--- config.mk ---
export PLATFORM = sky130hd
export DESIGN_NAME = sha_padder
export DESIGN_NICKNAME = d
export VERILOG_FILES = /design/src/rtl/sha_pkg.sv /design/src/rtl/sha_padder.sv
export SDC_FILE = /design/constraint.sdc
export NUM_CORES = 1
export LEC_CHECK = 0
export ABC_AREA = 1
export BUFFER_PORTS_ARGS = -buffer_cell sky130_fd_sc_hd__buf_2
export CORE_UTILIZATION = 45
export DETAILED_ROUTE_END_ITERATION = 6
export GPL_ROUTABILITY_DRIVEN = 1
export PLACE_DENSITY = 0.8
export SLEW_MARGIN = 15
export SYNTH_ARGS = -nofsm -noshare
export SYNTH_HDL_FRONTEND = slang
export SYNTH_SLANG_ARGS = --single-unit
--- constraint.sdc ---
create_clock -name clk -period 2.3 [get_ports clk]
set_input_delay 0.46 -clock clk [delete_from_list [all_inputs] [get_ports clk]]
set_output_delay 0.46 -clock clk [all_outputs]
set_load 0.02 [all_outputs]
--- src/rtl/sha_pkg.sv ---
// Shared types, constants and byte-lane helpers for the SHA-256 message padder.
package sha_pkg;

  typedef enum logic [1:0] {
    FILL  = 2'd0,
    PAD   = 2'd1,
    EMIT  = 2'd2,
    EXTRA = 2'd3
  } state_e;

  typedef logic [15:0][31:0] blk_words_t;

  localparam logic [7:0]  PAD_MARKER    = 8'h80;
  localparam int unsigned LEN_FIELD_OFS = 56;
  localparam int unsigned BLK_BYTES     = 64;

  // Byte k of a block lands in word k/4, most significant lane first.
  function automatic blk_words_t put_byte(input blk_words_t w, input logic [5:0] idx,
                                          input logic [7:0] b);
    blk_words_t r;
    r = w;
    r[idx[5:2]][{~idx[1:0], 3'b000} +: 8] = b;
    return r;
  endfunction

  function automatic blk_words_t put_len(input blk_words_t w, input logic [63:0] bits);
    blk_words_t r;
    r = w;
    r[4'(LEN_FIELD_OFS / 4)]     = bits[63:32];
    r[4'(LEN_FIELD_OFS / 4 + 1)] = bits[31:0];
    return r;
  endfunction

endpackage

--- src/rtl/sha_padder.sv ---
// Packs a byte stream into big-endian words, appends SHA-256 padding and the
// 64-bit bit length, and presents 512-bit blocks on a valid/ready handshake.
module sha_padder
  import sha_pkg::*;
#(
  parameter int LEN_W = 32
) (
  input  logic              clk,
  input  logic              rst,
  input  logic              in_valid,
  input  logic [7:0]        in_data,
  input  logic              in_last,
  output logic              in_ready,
  output logic              blk_valid,
  output logic [15:0][31:0] blk_words,
  output logic              blk_last,
  input  logic              blk_ready
);

  state_e             state_q, state_d;
  logic [6:0]         byte_cnt_q, byte_cnt_d;
  logic [LEN_W-1:0]   msg_len_q, msg_len_d;
  blk_words_t         buf_q, buf_d;
  logic               last_q, last_d;
  logic               extra_q, extra_d;
  logic               marker_q, marker_d;
  logic               in_ready_q, in_ready_d;
  logic               blk_valid_q, blk_valid_d;
  logic               blk_last_q, blk_last_d;
  logic [63:0]        len_bits_s;

  assign len_bits_s = 64'(msg_len_q) << 3;

  always_comb begin
    state_d    = state_q;
    byte_cnt_d = byte_cnt_q;
    msg_len_d  = msg_len_q;
    buf_d      = buf_q;
    last_d     = last_q;
    extra_d    = extra_q;
    marker_d   = marker_q;
    case (state_q)
      FILL: begin
        if (in_valid && in_ready_q) begin
          buf_d      = put_byte(buf_q, byte_cnt_q[5:0], in_data);
          byte_cnt_d = byte_cnt_q + 7'd1;
          msg_len_d  = msg_len_q + LEN_W'(1);
          if (in_last) begin
            state_d = PAD;
          end else if (byte_cnt_q == 7'(BLK_BYTES - 1)) begin
            state_d  = EMIT;
            last_d   = 1'b0;
            extra_d  = 1'b0;
            marker_d = 1'b0;
          end else begin
            state_d = FILL;
          end
        end else begin
          state_d = FILL;
        end
      end
      PAD: begin
        // A final byte that fills the block defers the marker to the next block.
        if (byte_cnt_q == 7'(BLK_BYTES)) begin
          marker_d = 1'b1;
          last_d   = 1'b0;
        end else begin
          buf_d = put_byte(buf_q, byte_cnt_q[5:0], PAD_MARKER);
          if (byte_cnt_q < 7'(LEN_FIELD_OFS)) begin
            buf_d  = put_len(buf_d, len_bits_s);
            last_d = 1'b1;
          end else begin
            extra_d = 1'b1;
            last_d  = 1'b0;
          end
        end
        state_d = EMIT;
      end
      EMIT: begin
        if (blk_ready) begin
          buf_d      = '0;
          byte_cnt_d = 7'd0;
          if (last_q) begin
            msg_len_d = '0;
          end else begin
            msg_len_d = msg_len_q;
          end
          state_d = (extra_q || marker_q) ? EXTRA : FILL;
        end else begin
          state_d = EMIT;
        end
      end
      EXTRA: begin
        buf_d = put_len(buf_q, len_bits_s);
        if (marker_q) begin
          buf_d = put_byte(buf_d, 6'd0, PAD_MARKER);
        end else begin
          buf_d = buf_d;
        end
        extra_d  = 1'b0;
        marker_d = 1'b0;
        last_d   = 1'b1;
        state_d  = EMIT;
      end
      default: begin
        state_d = FILL;
      end
    endcase
    in_ready_d  = (state_d == FILL);
    blk_valid_d = (state_d == EMIT);
    blk_last_d  = (state_d == EMIT) && last_d;
  end

  always_ff @(posedge clk or negedge rst) begin
    if (!rst) begin
      state_q     <= FILL;
      byte_cnt_q  <= 7'd0;
      msg_len_q   <= '0;
      buf_q       <= '0;
      last_q      <= 1'b0;
      extra_q     <= 1'b0;
      marker_q    <= 1'b0;
      in_ready_q  <= 1'b1;
      blk_valid_q <= 1'b0;
      blk_last_q  <= 1'b0;
    end else begin
      state_q     <= state_d;
      byte_cnt_q  <= byte_cnt_d;
      msg_len_q   <= msg_len_d;
      buf_q       <= buf_d;
      last_q      <= last_d;
      extra_q     <= extra_d;
      marker_q    <= marker_d;
      in_ready_q  <= in_ready_d;
      blk_valid_q <= blk_valid_d;
      blk_last_q  <= blk_last_d;
    end
  end

  assign in_ready  = in_ready_q;
  assign blk_valid = blk_valid_q;
  assign blk_words = buf_q;
  assign blk_last  = blk_last_q;

endmodule

==> metrics.md <==
| Metric | Value |
|---|---|
| Hold path start | in_last |
| Initial Utilization | approximately 46% |
| Final hold vios | 0 |
| Pre-CTS WS | -79.33 ps |
| RSZ-0062 raised after global routing | true |
| Worst R2R Start | byte_cnt_q[3] |
| Most common cell after layout, fill and taps aside | nand2_1 |
| # H-tree levels | 2 |
| Die footprint | approximately 0.07 sq mm |
| Leakage power | 22.03 nW |
| Max rail drop VDD | 657.1 uV |
| Syn Area/Cell | approximately 7 sq um |
| Max-slew headroom | between 50 and 60% |
| Vias per cell | around 5.7 |
| Clk slew on worst S/H paths | around 70 ps |
| DR vias | 33960 |
| Worst reg2reg path depth | 9 |
| WL per Instance | ~21 microns |
| Library cells used by synthesis | 36 |
| Top cell type's share of synthesized area | about 46% |
| CTS Buf Count | 60 |
| Vias in the first global route | 30899 |
| Fin. max-slew vios | 0 |
| Chip Height | roughly 260 microns |
| Hold path endpoint | state_q[0] |
| Worst-Margin Slew | 704.2 ps |
| Largest net degree at the start of global routing | between 100 and 150 |
| Internal power | 0.02011 W |
| EDFF count, synth | 0 |
| Setup ws final | between 50 and 60 ps |
| Fill cells | between 6000 and 7000 |
| Hold depth | 4 |
| Fin crit share | a little over nine tenths |
| Worst Path Max Fanout | 11 |
| Core Box Area | 0.06728 sq mm |
| Synth Instances | between 4000 and 5000 |
| Final nets | approximately 5000 |
| Async SR Flop Fraction | 100.0% |
| CTS tree | done |
| Clk network pwr share | between 20% and 30% |
| Non-Filler Cell Area, Final | 0.03821 sq mm |
| Power Density | between 900 and 1000 mW/mm^2 |
| Primary FF master, synth | dfrtp_1 |
| Final wirelength | 123.3 mm |
| Initial antenna violation count | 5 |
| IO buf count | 527 |
| First-pass GRT wire length | roughly 190 mm |
| Crit start category | flop |
| Failing checks | design-rule violations |
| Top cells by area, synth | dfrtp_1, nand2_1, nand3_1, nor2_1, o21ai_0 |
| Sequential share of power | about 30% |
| # rows | 95 |
| R2r setup slk | around 58 ps |
| GRT Overall Usage | between 30% and 40% |
| 1st-pass router iterations | 7 |
| Most frequent cells in the layout | nand2_1, nand3_1, dfrtp_1, buf_2, buf_4 |
| Max frequency | 0.4460 GHz |
| Critical path class | flop to flop |
| Design Power | around 0.037 W |
| Clk_lat worst skew | around 650 ps |
| Sum Neg Setup Slack | 0 ps |
| Net switching power | around 0.017 W |
| CP required | 2830 ps |
| GRT overflow | 0 |
| HPWL Detailed | 87.65 mm |
| Final setup vio count | 0 |
| Worst Skew | approximately 34 ps |
| I/O Pins | about 530 |
| Die width | 262.9 microns |
| Placed inst area | approximately 0.036 sq mm |
| Seq cells post-synth | about 560 |
| DRT iter0 DRCs | ~4700 |
| Switch share | 45.98% |
| Synthesized area | between 0.03 and 0.04 sq mm |
| Synth warnings | 0 |
| Share of cells above drive strength 1 | a little over a fifth |
| Yosys top cell by area | dfrtp_1 |
| HP Class | input port to flop |
| CP arrival | around 2800 ps |
| Synthesized Nets | approximately 4400 |
| CTS root buffer | clkbuf_16 |
| Gate power share | a little over two fifths |
| Crit. End Element | flop |
| # DRC | 4 |
| Maxcap violations | 0 |
| Sink Count | 559 |
| Layout Utilization | a little under three fifths |
| Antenna-violating nets left | 0 |
| Outcome | finished with violations |
| Tmin final | 2242 ps |
| Register area share after synthesis | 45.68% |
| Final Wtd Congestion | between 0.9 and 1 |
| Post-synthesis to final-layout area growth | 24.75% |
| Max Root-Sink Buffers | 3 |
## repair_timing
item,CTS,global route
buffers inserted,0,14
setup endpoints to repair,24,429
endpoints found under the hold margin,36,0
gates cloned,0,4
resized for setup,4,88
hold buffers,1,0
pin swaps,0,4
## layer usage
layer | global-route usage [%] | vias up | part of all wire [%] | wire (microns)
met3 | 7.702 | 446 | 10 | 12730
met2 | 51.56 | 2078 | 44 | 54340
met5 | 0 | - | 0 | 0
li1 | - | 15566 | - | -
met1 | 45.16 | 15870 | 39 | 48220
met4 | 22.02 | 0 | 6.5 | 8042
## logic make-up (layout without fill, tap and decap cells)
family | count (synthesis) | after routing | synth area share, %
and+or+nand+nor | 3131 | 3131 | 43.30
AOI/OAI and AO/OA | 276 | 276 | 5.503
adders and majority gates | 5 | 5 | 0.2043
buffers and inverters | 390 | 1083 | 5.197
xor gates and xnor gates | 4 | 4 | 0.1144
DFF | 559 | 559 | 45.68
other | 0 | 5 | 0
## power groups by stage
stage,clock network [W],logic (W),registers (W)
6_report,0.0100,0.0162,0.0110
5_1_grt,0.0104,0.0171,0.0110
2_1_floorplan,0,0.00816,0.0114
3_3_place_gp,0,0.0150,0.0111
4_1_cts,0.0101,0.0151,0.0109
3_5_place_dp,0,0.0150,0.0111
## critical path, stage by stage, from the launching register on
cell,delay [ps]
dfrtp_1,470
nor2_4,220
nand2_2,100
buf_4,230
nor2_4,270
clkinvlp_4,250
nand2_2,220
nand2_2,150
nand2_1,150
nand2_1,70
## layout make-up
cell class	count	area [sq um]	share of cell area [%]
Multi-Input combinational cell	3416	15310	40.08
Sequential cell	559	13990	36.62
Timing Repair inverter	4	30.03	0.07860
Clock buffer	88	1719	4.500
Inverter	198	794.5	2.080
Antenna cell	5	12.51	0.03275
Timing Repair Buffer	772	4996	13.08
Tap cell	873	1092	2.859
Clock inverter	21	256.5	0.6714
## synthesized netlist by cell type (all sizes together), types with 4 or more instances
library cell  count
buf              89
a21boi            7
inv             176
clkbuf          103
nand2          1944
nand4            37
a21oi            30
o21a              5
clkinv           22
nor2            210
xor2              4
o21ai           157
nor3             11
dfrtp           558
nand3           925
ha                5
o31ai            70
## per-stage QoR
stage / std cells / hold slack, ps
2_1_floorplan: 4365 / 164.4
3_3_place_gp: 5803 / 389.7
3_5_place_dp: 5803 / 390.0
4_1_cts: 5913 / 266.1
5_1_grt: 5936 / 306.6
6_report: 5936 / 308.0
## worst max path at each step
stage | start | to
2_1_floorplan | byte_cnt_q[0] | flop
3_3_place_gp | byte_cnt_q[3] | flop
3_5_place_dp | byte_cnt_q[1] | flop
4_1_cts | byte_cnt_q[1] | flop
5_1_grt | byte_cnt_q[2] | flop
6_report | byte_cnt_q[3] | flop
(Power assumes the default switching activity.)
